### src/rtl/ps_axi_fifo_bridge_pkg.sv
// Shared definitions for the PS AXI FIFO bridge: register offsets, response codes, FSM states.
package ps_axi_fifo_bridge_pkg;
  localparam logic [7:0] OFS_TX_DATA  = 8'h00;
  localparam logic [7:0] OFS_TX_FREE  = 8'h04;
  localparam logic [7:0] OFS_RX_DATA  = 8'h08;
  localparam logic [7:0] OFS_RX_OCC   = 8'h0C;
  localparam logic [7:0] OFS_SOFT_RST = 8'h10;

  localparam logic [1:0] RESP_OKAY   = 2'b00;
  localparam logic [1:0] RESP_SLVERR = 2'b10;

  typedef enum logic [1:0] {W_IDLE, W_DATA, W_RESP} wr_state_t;
  typedef enum logic       {R_IDLE, R_DATA}         rd_state_t;

  typedef struct packed {
    logic [31:0] data;
    logic [1:0]  resp;
  } rd_beat_t;
endpackage

### src/rtl/ps_axi_fifo_bridge_fifo.sv
// First-word-fall-through FIFO with occupancy count; push is refused when full at cycle start.
module bridge_fifo #(
  parameter int DEPTH = 16,
  parameter int W     = 32
) (
  input  logic                     clock,
  input  logic                     reset,
  input  logic                     clr,
  input  logic                     push,
  input  logic [W-1:0]             push_data,
  input  logic                     pop,
  output logic [W-1:0]             pop_data,
  output logic                     full,
  output logic                     empty,
  output logic [$clog2(DEPTH):0]   count
);
  localparam int AW = $clog2(DEPTH);
  localparam int CW = AW + 1;

  logic [W-1:0]  mem [DEPTH];
  logic [AW-1:0] wr_ptr, rd_ptr;
  logic          do_push, do_pop;

  assign full    = (count == CW'(DEPTH));
  assign empty   = (count == '0);
  assign do_push = push && !full;
  assign do_pop  = pop && !empty;
  // Head is forced to zero while empty so nothing stale leaks onto the ports.
  assign pop_data = empty ? '0 : mem[rd_ptr];

  always_ff @(posedge clock or posedge reset) begin
    if (reset) begin
      wr_ptr <= '0;
      rd_ptr <= '0;
      count  <= '0;
    end else if (clr) begin
      wr_ptr <= '0;
      rd_ptr <= '0;
      count  <= '0;
    end else begin
      if (do_push) wr_ptr <= wr_ptr + 1'b1;
      if (do_pop)  rd_ptr <= rd_ptr + 1'b1;
      count <= count + CW'(do_push) - CW'(do_pop);
    end
  end

  always_ff @(posedge clock) begin
    if (do_push && !clr) mem[wr_ptr] <= push_data;
  end
endmodule

### src/rtl/ps_axi_fifo_bridge.sv
// AXI4 slave exposing a TX/RX stream FIFO pair as a small register map (fixed-address bursts).
// Optional PS_BRIDGE_SOFT_RESET_EN adds a soft_reset register at 0x10.
module ps_axi_fifo_bridge
  import ps_axi_fifo_bridge_pkg::*;
#(
  parameter int DEPTH = 16,
  parameter int ID_W  = 12
) (
  input  logic            clock,
  input  logic            reset,
`ifdef PS_BRIDGE_SOFT_RESET_EN
  output logic            soft_reset,
`endif
  input  logic            s_aw_valid,
  output logic            s_aw_ready,
  input  logic [31:0]     s_aw_addr,
  input  logic [ID_W-1:0] s_aw_id,
  input  logic [7:0]      s_aw_len,
  input  logic            s_w_valid,
  output logic            s_w_ready,
  input  logic [31:0]     s_w_data,
  input  logic [3:0]      s_w_strb,
  input  logic            s_w_last,
  output logic            s_b_valid,
  input  logic            s_b_ready,
  output logic [ID_W-1:0] s_b_id,
  output logic [1:0]      s_b_resp,
  input  logic            s_ar_valid,
  output logic            s_ar_ready,
  input  logic [31:0]     s_ar_addr,
  input  logic [ID_W-1:0] s_ar_id,
  input  logic [7:0]      s_ar_len,
  output logic            s_r_valid,
  input  logic            s_r_ready,
  output logic [31:0]     s_r_data,
  output logic [ID_W-1:0] s_r_id,
  output logic [1:0]      s_r_resp,
  output logic            s_r_last,
  output logic            tx_valid,
  input  logic            tx_ready,
  output logic [31:0]     tx_data,
  input  logic            rx_valid,
  output logic            rx_ready,
  input  logic [31:0]     rx_data
);
  localparam int CW = $clog2(DEPTH) + 1;

  wr_state_t w_state, w_next;
  rd_state_t r_state, r_next;

  logic [7:0]      w_ofs, r_ofs;
  logic [ID_W-1:0] w_id, r_id;
  logic            w_err;
  logic [7:0]      r_cnt;
  logic            w_beat, r_beat, beat_err, soft_wr, fifo_clr;
  logic            tx_push, tx_full, tx_empty, rx_pop, rx_full, rx_empty;
  logic [31:0]     rx_head;
  logic [CW-1:0]   tx_count, rx_count, tx_free;
  rd_beat_t        beat;
  logic            unused_ok;

  assign unused_ok = ^{s_w_strb, s_aw_addr[31:8], s_ar_addr[31:8]};

  bridge_fifo #(.DEPTH(DEPTH), .W(32)) u_tx (
    .clock(clock), .reset(reset), .clr(fifo_clr),
    .push(tx_push), .push_data(s_w_data),
    .pop(tx_valid && tx_ready), .pop_data(tx_data),
    .full(tx_full), .empty(tx_empty), .count(tx_count));

  bridge_fifo #(.DEPTH(DEPTH), .W(32)) u_rx (
    .clock(clock), .reset(reset), .clr(fifo_clr),
    .push(rx_valid && rx_ready), .push_data(rx_data),
    .pop(rx_pop), .pop_data(rx_head),
    .full(rx_full), .empty(rx_empty), .count(rx_count));

  assign tx_valid = !tx_empty;
  assign rx_ready = !rx_full;
  assign tx_free  = CW'(DEPTH) - tx_count;

  // Write FSM
  always_ff @(posedge clock or posedge reset) begin
    if (reset) w_state <= W_IDLE;
    else       w_state <= w_next;
  end

  always_comb begin
    w_next = w_state;
    case (w_state)
      W_IDLE:  if (s_aw_valid)             w_next = W_DATA;
      W_DATA:  if (s_w_valid && s_w_last)  w_next = W_RESP;
      W_RESP:  if (s_b_ready)              w_next = W_IDLE;
      default:                             w_next = W_IDLE;
    endcase
  end

  always_comb begin
    s_aw_ready = (w_state == W_IDLE);
    s_w_ready  = (w_state == W_DATA);
    s_b_valid  = (w_state == W_RESP);
    s_b_id     = w_id;
    s_b_resp   = w_err ? RESP_SLVERR : RESP_OKAY;
  end

  assign w_beat   = s_w_valid && s_w_ready;
  assign tx_push  = w_beat && (w_ofs == OFS_TX_DATA) && !tx_full;
  assign beat_err = w_beat && !(tx_push || soft_wr);

  always_ff @(posedge clock or posedge reset) begin
    if (reset) begin
      w_ofs <= '0;
      w_id  <= '0;
      w_err <= 1'b0;
    end else if (s_aw_valid && s_aw_ready) begin
      w_ofs <= s_aw_addr[7:0];
      w_id  <= s_aw_id;
      w_err <= 1'b0;
    end else if (beat_err) begin
      w_err <= 1'b1;
    end
  end

`ifdef PS_BRIDGE_SOFT_RESET_EN
  logic soft_q;
  assign soft_wr    = w_beat && (w_ofs == OFS_SOFT_RST);
  assign fifo_clr   = soft_wr && s_w_data[0];
  assign soft_reset = soft_q;
  always_ff @(posedge clock or posedge reset) begin
    if (reset)        soft_q <= 1'b1;
    else if (soft_wr) soft_q <= s_w_data[0];
  end
`else
  assign soft_wr  = 1'b0;
  assign fifo_clr = 1'b0;
`endif

  // Read FSM
  always_ff @(posedge clock or posedge reset) begin
    if (reset) r_state <= R_IDLE;
    else       r_state <= r_next;
  end

  always_comb begin
    r_next = r_state;
    case (r_state)
      R_IDLE:  if (s_ar_valid)                  r_next = R_DATA;
      R_DATA:  if (s_r_ready && r_cnt == 8'd0)  r_next = R_IDLE;
      default:                                  r_next = R_IDLE;
    endcase
  end

  always_comb begin
    beat = '{data: 32'd0, resp: RESP_SLVERR};
    case (r_ofs)
      OFS_TX_FREE: beat = '{data: 32'(tx_free),  resp: RESP_OKAY};
      OFS_RX_OCC:  beat = '{data: 32'(rx_count), resp: RESP_OKAY};
      OFS_RX_DATA: if (!rx_empty) beat = '{data: rx_head, resp: RESP_OKAY};
`ifdef PS_BRIDGE_SOFT_RESET_EN
      OFS_SOFT_RST: beat = '{data: {31'd0, soft_q}, resp: RESP_OKAY};
`endif
      default: ;
    endcase
  end

  always_comb begin
    s_ar_ready = (r_state == R_IDLE);
    s_r_valid  = (r_state == R_DATA);
    s_r_last   = (r_state == R_DATA) && (r_cnt == 8'd0);
    s_r_id     = r_id;
    s_r_data   = s_r_valid ? beat.data : 32'd0;
    s_r_resp   = s_r_valid ? beat.resp : RESP_OKAY;
  end

  assign r_beat = s_r_valid && s_r_ready;
  assign rx_pop = r_beat && (r_ofs == OFS_RX_DATA) && !rx_empty;

  always_ff @(posedge clock or posedge reset) begin
    if (reset) begin
      r_ofs <= '0;
      r_id  <= '0;
      r_cnt <= '0;
    end else if (s_ar_valid && s_ar_ready) begin
      r_ofs <= s_ar_addr[7:0];
      r_id  <= s_ar_id;
      r_cnt <= s_ar_len;
    end else if (r_beat && r_cnt != 8'd0) begin
      r_cnt <= r_cnt - 8'd1;
    end
  end
endmodule

### config.mk
export PLATFORM = sky130hd
export DESIGN_NAME = ps_axi_fifo_bridge
export DESIGN_NICKNAME = d
export VERILOG_FILES = /design/src/rtl/ps_axi_fifo_bridge_pkg.sv /design/src/rtl/ps_axi_fifo_bridge_fifo.sv /design/src/rtl/ps_axi_fifo_bridge.sv
export SDC_FILE = /design/constraint.sdc
export NUM_CORES = 1
export LEC_CHECK = 0
export ABC_CLOCK_PERIOD_IN_PS = 12650
export CAP_MARGIN = 20
export CORE_ASPECT_RATIO = 1.2
export CORE_UTILIZATION = 65
export CTS_BUF_LIST = sky130_fd_sc_hd__clkbuf_2
export DETAILED_ROUTE_END_ITERATION = 8
export HOLD_SLACK_MARGIN = 0.06
export PLACE_DENSITY_LB_ADDON = 0.1
export SETUP_SLACK_MARGIN = 0.2
export SLEW_MARGIN = 15
export SYNTH_ARGS = -nofsm -noshare
export SYNTH_HDL_FRONTEND = slang
export SYNTH_SLANG_ARGS = --single-unit
### constraint.sdc
create_clock -name clock -period 12.65 [get_ports clock]
set_input_delay 1.8975 -clock clock [delete_from_list [all_inputs] [get_ports clock]]
set_output_delay 1.8975 -clock clock [all_outputs]
set_load 0.05 [all_outputs]
## Yosys cells after proc, flatten, opt, wreduce, memory -nomap -nowiden

Memory sizes are Yosys's and may differ from the RTL's.
Cells that the tools add are included.

| word-level totals | value |
|---|---|
| register bits | 78 |
| memory bits (writable) | 1024 |
| output and inout port bits | 100 |
| logic and storage cells | 91 |
| memories kept | 2 |

Memory list:

| memory | words | width | rd ports | clocked after Yosys merged registers in | write ports | line | RTL |
|---|---|---|---|---|---|---|---|
| u_rx.mem | 16 | 32 | 1 | 0 | 1 | ps_axi_fifo_bridge_fifo.sv:20 | `logic [W-1:0] mem [DEPTH];` |
| u_tx.mem | 16 | 32 | 1 | 0 | 1 | ps_axi_fifo_bridge_fifo.sv:20 |  |

| operators by class | value |
|---|---|
| add/subtract/negate cells | 10 |
| equality and inequality tests | 10 |
| muxes and demuxes | 21 |
| bitwise operators | 1 |
| reduce and logical (&&, ||, !) cells | 33 |

Operator list:

| cell | count |
|---|---|
| $pmux W34 S3 | 1 |
| $mux W32 | 2 |
| $mux W34 | 1 |
| $logic_and A1 B1 Y1 | 19 |
| $add A4 B1 Y4 const B | 4 |
| $eq A8 B4 Y1 const B | 2 |
| $logic_not A8 Y1 | 2 |
| $mux W8 | 2 |
| $add A5 B1 Y5 | 2 |
| $eq A5 B5 Y1 const B | 2 |
| $logic_not A5 Y1 | 2 |
| $mux W2 | 5 |
| $sub A5 B1 Y5 | 2 |
| $eq A8 B3 Y1 const B | 1 |
| $mux W1 | 8 |
| $reduce_bool A8 Y1 | 1 |
| $sub A8 B1 Y8 const B | 1 |
| $pmux W2 S3 | 1 |
| $logic_not A1 Y1 | 5 |
| $sub A5 B5 Y5 const A | 1 |
| $ne A2 B1 Y1 const B | 2 |
| $reduce_bool A2 Y1 | 2 |
| $reduce_and A3 Y1 | 1 |
| $eq A2 B1 Y1 const B | 1 |
| other kinds (5) | 5 |

## Longest topological paths before layout

| depth | value |
|---|---|
| depth after elaboration | 8 |
| depth in mapped cells | 13 |
| gate-level depth less buffers | 13 |

## Cells and area by module

A second synthesis with hierarchy kept.

| second synthesis, totals | value |
|---|---|
| cells, all modules | 2087 |
| area total of the unflattened synthesis | 43402.9 sq um |

By module, submodules not included:

| module | times used | cells an instance | area each (sq um) | sequential area each (sq um) |
|---|---|---|---|---|
| bridge_fifo | 2 | 896 | 20304.5 | 15700.1 |
| ps_axi_fifo_bridge | 1 | 295 | 2793.9 | 1301.2 |

## Worst setup path before layout

Ideal clock, no wire load.

| timing | value |
|---|---|
| path type | in2reg |
| start point | input port s_w_valid |
| end point | memory u_tx.mem[0][0], enable pin |
| arrival time | 5426 ps |
| required time | 12148 ps |
| slack | 6721 ps |
| stages | 3 |
| path through | and3b_1 > nand4_1 > nor4_1 |

| between the ends | value |
|---|---|
| longest elaborated chain between the ends | 6 |

Ends and longest elaborated chain:

| element | line | RTL |
|---|---|---|
| start, declared | ps_axi_fifo_bridge.sv:19 | `input logic s_w_valid,` |
| $logic_and A1 B1 Y1 | ps_axi_fifo_bridge.sv:104 | `assign w_beat = s_w_valid && s_w_ready;` |
| $logic_and A1 B1 Y1 (2 in a row) | ps_axi_fifo_bridge.sv:105 | `assign tx_push = w_beat && (w_ofs == OFS_TX_DATA) && !tx_full;` |
| $logic_and A1 B1 Y1 | ps_axi_fifo_bridge_fifo.sv:26 | `assign do_push = push && !full;` |
| $mux W1 | ps_axi_fifo_bridge_fifo.sv:48 | `if (do_push && !clr) mem[wr_ptr] <= push_data;` |
| $mux W1 (implied by the code) | ps_axi_fifo_bridge_fifo.sv:48 |  |
| end, declared | ps_axi_fifo_bridge_fifo.sv:20 |  |

Every way passes these cells.

## Worst setup path after layout

| timing | value |
|---|---|
| start point | register u_tx.rd_ptr[1] |
| end point | output port tx_data[10] |

| between the ends | value |
|---|---|
| longest elaborated chain between the ends | 2 |

Ends and longest elaborated chain:

| element | line | RTL |
|---|---|---|
| start, declared | ps_axi_fifo_bridge_fifo.sv:21 | `logic [AW-1:0] wr_ptr, rd_ptr;` |
| start signal, assigned | ps_axi_fifo_bridge_fifo.sv:42 | `if (do_pop) rd_ptr <= rd_ptr + 1'b1;` |
| $mem_v2 Z16 W32 | n/a |  |
| $mux W32 | ps_axi_fifo_bridge_fifo.sv:29 | `assign pop_data = empty ? '0 : mem[rd_ptr];` |
| end, declared | ps_axi_fifo_bridge.sv:41 | `output logic [31:0] tx_data,` |

Every way passes these cells.

==> results_tabular.tex <==
\begin{tabular}{lr}
\hline
Metric & Value \\
\hline
\multicolumn{2}{l}{\textbf{Run status}} \\
Run status & finished, final reports clean \\
\multicolumn{2}{l}{\textbf{STA}} \\
Achievable frequency & 134 MHz \\
Setup repair after global routing missed its margin & no \\
Final Critical Period & 7440 ps \\
Setup-violating endpoint count in the final report & 0 \\
Worst Skew & 147 ps \\
Final slew viol count & 0 \\
Fin Hold WS & 506 ps \\
Fraction of the cycle the final worst path needs & 0.588 \\
Post-Route Setup TNS & 0 ps \\
Slew at the pin with the worst max-slew slack & 1100 ps \\
Headroom to the max-slew limit & 0.265 \\
Hold Violations, Final & 0 \\
\multicolumn{2}{l}{\textbf{Place}} \\
HPWL after detailed placement & 48.7 mm \\
Final GP Congestion & 0.772 \\
Buffers on Ports & 219 \\
\multicolumn{2}{l}{\textbf{Setup path}} \\
Flop2flop setup slack & 8870 ps \\
Crit path DAT & 5540 ps \\
Maximum fanout along the worst path & 62 \\
Crit start category & flop \\
Worst Setup SP & u\_tx.rd\_ptr[1]\$\_DFFE\_PP0P\_ \\
Critical path type & reg2out \\
Reg2Reg Depth & 10 \\
Crit. End Element & output pin \\
FF-to-FF End & u\_tx.mem[12][7]\$\_DFFE\_PP\_ \\
Worst EP required & 10750 ps \\
Reg-to-reg critical path startpoint & u\_tx.count[1]\$\_DFF\_PP0\_ \\
\multicolumn{2}{l}{\textbf{Power}} \\
Worst VDD drop & 0.142 mV \\
Power density cells & 204 nW/um2 \\
Power Total & 9.88 mW \\
Static leakage & 16.2 nW \\
\multicolumn{2}{l}{\textbf{Yosys}} \\
Register bit count reported by yosys & 1102 \\
XOR/XNOR share of the synthesized area & 0.00530 \\
Post-Syn Area per Cell & 21.5 um2 \\
Gate Count Post-Synth & 2002 \\
Top\_reg\_cell synth & sky130\_fd\_sc\_hd\_\_edfxtp\_1 \\
Synth top area share & 0.715 \\
Synth cell count leaders & sky130\_fd\_sc\_hd\_\_edfxtp\_1 (1024), sky130\_fd\_sc\_hd\_\_mux4\_2 (241), sky130\_fd\_sc\_hd\_\_mux2i\_1 (126) \\
Adder-Cell Fraction of Synth Area & 0.00908 \\
Total of warnings raised by yosys & 0 \\
Most frequently used cell type in the post-synthesis netlist & sky130\_fd\_sc\_hd\_\_edfxtp\_1 \\
Number of flops mapped to enable cells by yosys & 1024 \\
Fraction of the mapped netlist area in simple logic gates & 0.0212 \\
Sequential-to-total area share from yosys stat & 0.761 \\
Portion of netlist area occupied by mux cells & 0.168 \\
Dominant combinational cell family by area after synthesis & multiplexers \\
Library cell occupying the most area in the post-synthesis netlist & sky130\_fd\_sc\_hd\_\_edfxtp\_1 \\
Cell types occupying the most area after synthesis & sky130\_fd\_sc\_hd\_\_edfxtp\_1 (72\%), sky130\_fd\_sc\_hd\_\_mux4\_2 (13\%), sky130\_fd\_sc\_hd\_\_dfrtp\_1 (4.5\%), sky130\_fd\_sc\_hd\_\_mux2i\_1 (2.9\%), sky130\_fd\_sc\_hd\_\_mux2\_2 (1.3\%) \\
Compound-Gate Fraction of Synth Area & 0.0202 \\
Synth Cell Area & 43000 um2 \\
Number of distinct library cells after synthesis & 57 \\
Asr flop ratio synth & 0.0708 \\
\multicolumn{2}{l}{\textbf{Clock tree}} \\
Clock tree from TritonCTS & yes \\
Setup Buffers After CTS & 0 \\
Hold\_buf cts & 0 \\
Clock buffers created by TritonCTS & 276 \\
Clk\_lat worst skew & 1400 ps \\
Largest buffer count on any clock path & 4 \\
Clock slew at the register clock pins of the worst setup and hold paths & 90 ps \\
TritonCTS sink count & 1102 \\
\# resized after CTS & 0 \\
Level count of the clock H-tree & 5 \\
Clock tree root buffer cell & sky130\_fd\_sc\_hd\_\_clkbuf\_2 \\
\multicolumn{2}{l}{\textbf{Final layout}} \\
Filler Cell Count & 3757 \\
Fraction of layout instances using a drive strength above 1 & 0.305 \\
Total number of nets in the final design & 2650 \\
Area overhead of the layout relative to synthesis & 12.8\% \\
\multicolumn{2}{l}{\textbf{Die}} \\
Die width & 237 um \\
Core area & 65000 um2 \\
Die area & 67200 um2 \\
Die height & 284 um \\
Count of boundary I/O pins & 282 \\
Rows & 102 \\
Initial core utilization & 0.662 \\
\multicolumn{2}{l}{\textbf{Detailed routing}} \\
Number of vias per cell after detailed routing & 6.25 \\
DRC & 0 \\
DRT antenna net count & 0 \\
Drt first pass iters & 5 \\
Drt first-iter violations & 1613 \\
Final routed wire length divided by cell count & 26.5 um \\
Final WL & 91.1 mm \\
Total via count in the routed design & 21500 \\
\multicolumn{2}{l}{\textbf{Global route}} \\
Initial antenna violation count & 7 \\
Combined global-route utilization of all metal layers & 0.281 \\
Residual overflow from global routing & 0 \\
Pin count of the biggest net entering global routing & 112 \\
Via count of the first global-routing pass & 23400 \\
Wire length of the first global-routing pass & 136 mm \\
\multicolumn{2}{l}{\textbf{Job}} \\
Maximum Capacitance Violations & 0 \\
\multicolumn{2}{l}{\textbf{Worst hold path}} \\
Hold Crit Endpoint & r\_ofs[6]\$\_DFFE\_PP0P\_ \\
Worst hold-check path type & reg2reg \\
HP Start & r\_ofs[6]\$\_DFFE\_PP0P\_ \\
Hold Path Depth & 1 \\
\hline
\end{tabular}
layout make-up:
class	instances	area [um2]	area share
diodes	4	10.0	0.000206
flip-flops and latches	1102	32700	0.675
clock inverters	56	273	0.00563
repair buffers	263	2550	0.0527
multi-input cells	759	9780	0.202
well taps	832	1040	0.0215
clock buffers	392	1960	0.0405
inverters	36	136	0.00281
sequential cells by signal, indices dropped and copies added, names as in the netlist, 2 cells and up:
signal	count
u_rx.mem	512
u_tx.mem	512
s_b_id	12
s_r_id	12
r_cnt	8
r_ofs	8
w_ofs	8
u_rx.count	5
u_tx.count	5
u_rx.rd_ptr	4
u_rx.wr_ptr	4
u_tx.rd_ptr	4
u_tx.wr_ptr	4
w_state	2
kinds of logic (layout without fill, tap and decap cells):
kind of cell | after synthesis | in the layout
AND/OR/NAND/NOR | 170 | 170
AO/OA/AOI/OAI | 115 | 115
multiplexers | 416 | 416
flip-flops | 1102 | 1102
XOR/XNOR | 26 | 26
other | 1 | 6
buffers and inverters | 142 | 747
adder cells (fa/ha/maj) | 30 | 30
cell usage in the layout (no fill, tap or decap), types with 20 or more instances in the layout:
master | synthesis | layout
sky130_fd_sc_hd__inv_1 | 33 | 32
sky130_fd_sc_hd__clkinv_1 | 2 | 46
sky130_fd_sc_hd__nand2_1 | 55 | 55
sky130_fd_sc_hd__mux2_2 | 49 | 49
sky130_fd_sc_hd__mux2i_1 | 126 | 126
sky130_fd_sc_hd__o22ai_1 | 33 | 33
sky130_fd_sc_hd__dfrtp_1 | 78 | 72
sky130_fd_sc_hd__ha_1 | 28 | 28
sky130_fd_sc_hd__mux4_2 | 241 | 241
sky130_fd_sc_hd__edfxtp_1 | 1024 | 1024
sky130_fd_sc_hd__clkdlybuf4s50_1 | 0 | 219
sky130_fd_sc_hd__buf_4 | 16 | 41
sky130_fd_sc_hd__xnor2_1 | 20 | 20
sky130_fd_sc_hd__clkbuf_2 | 0 | 392
worst max-delay path by stage:
stage / to / cells past startpoint
3_3_place_gp: tx_data[10] / 6
4_1_cts: tx_data[10] / 6
2_1_floorplan: u_tx.mem[0][0]$_DFFE_PP_ / 3
3_5_place_dp: tx_data[10] / 6
6_report: tx_data[10] / 6
5_1_grt: tx_data[3] / 6
worst max-delay path, stage by stage (launching register included):
cell and delay [ps]:
sky130_fd_sc_hd__dfrtp_4 1060, sky130_fd_sc_hd__buf_4 800, sky130_fd_sc_hd__nor2b_1 840, sky130_fd_sc_hd__nand2_1 170, sky130_fd_sc_hd__a32oi_1 250, sky130_fd_sc_hd__o211ai_1 220, sky130_fd_sc_hd__clkdlybuf4s50_1 800
per-stage QoR:
stage,instances,area (um2),setup slack [ps],utilization
6_report,3444,48500,5210,0.746
5_1_grt,3444,48500,5040,0.746
4_1_cts,3439,48500,5100,0.746
3_5_place_dp,2991,46200,6610,0.712
3_3_place_gp,2990,46200,6640,0.711
2_1_floorplan,2003,43000,6720,-
routing by layer:
metal  vias up  part of all wire  wire length (um)  GRT usage
met5         -           0.00043                39          0
met4         6             0.027              2470      0.125
met3       160             0.066              6030     0.0688
met2       779              0.54             48800      0.485
met1     11300              0.37             33800      0.335
li1       9326                 -                 -          -
report_power, final:
group          internal [mW]  switching (mW)  total [mW]
Sequential              4.27           0.302        4.57
Combinational           1.38            1.75        3.13
Clock                  0.860            1.33        2.19
Note: power is estimated with default switching activity, not from simulation.
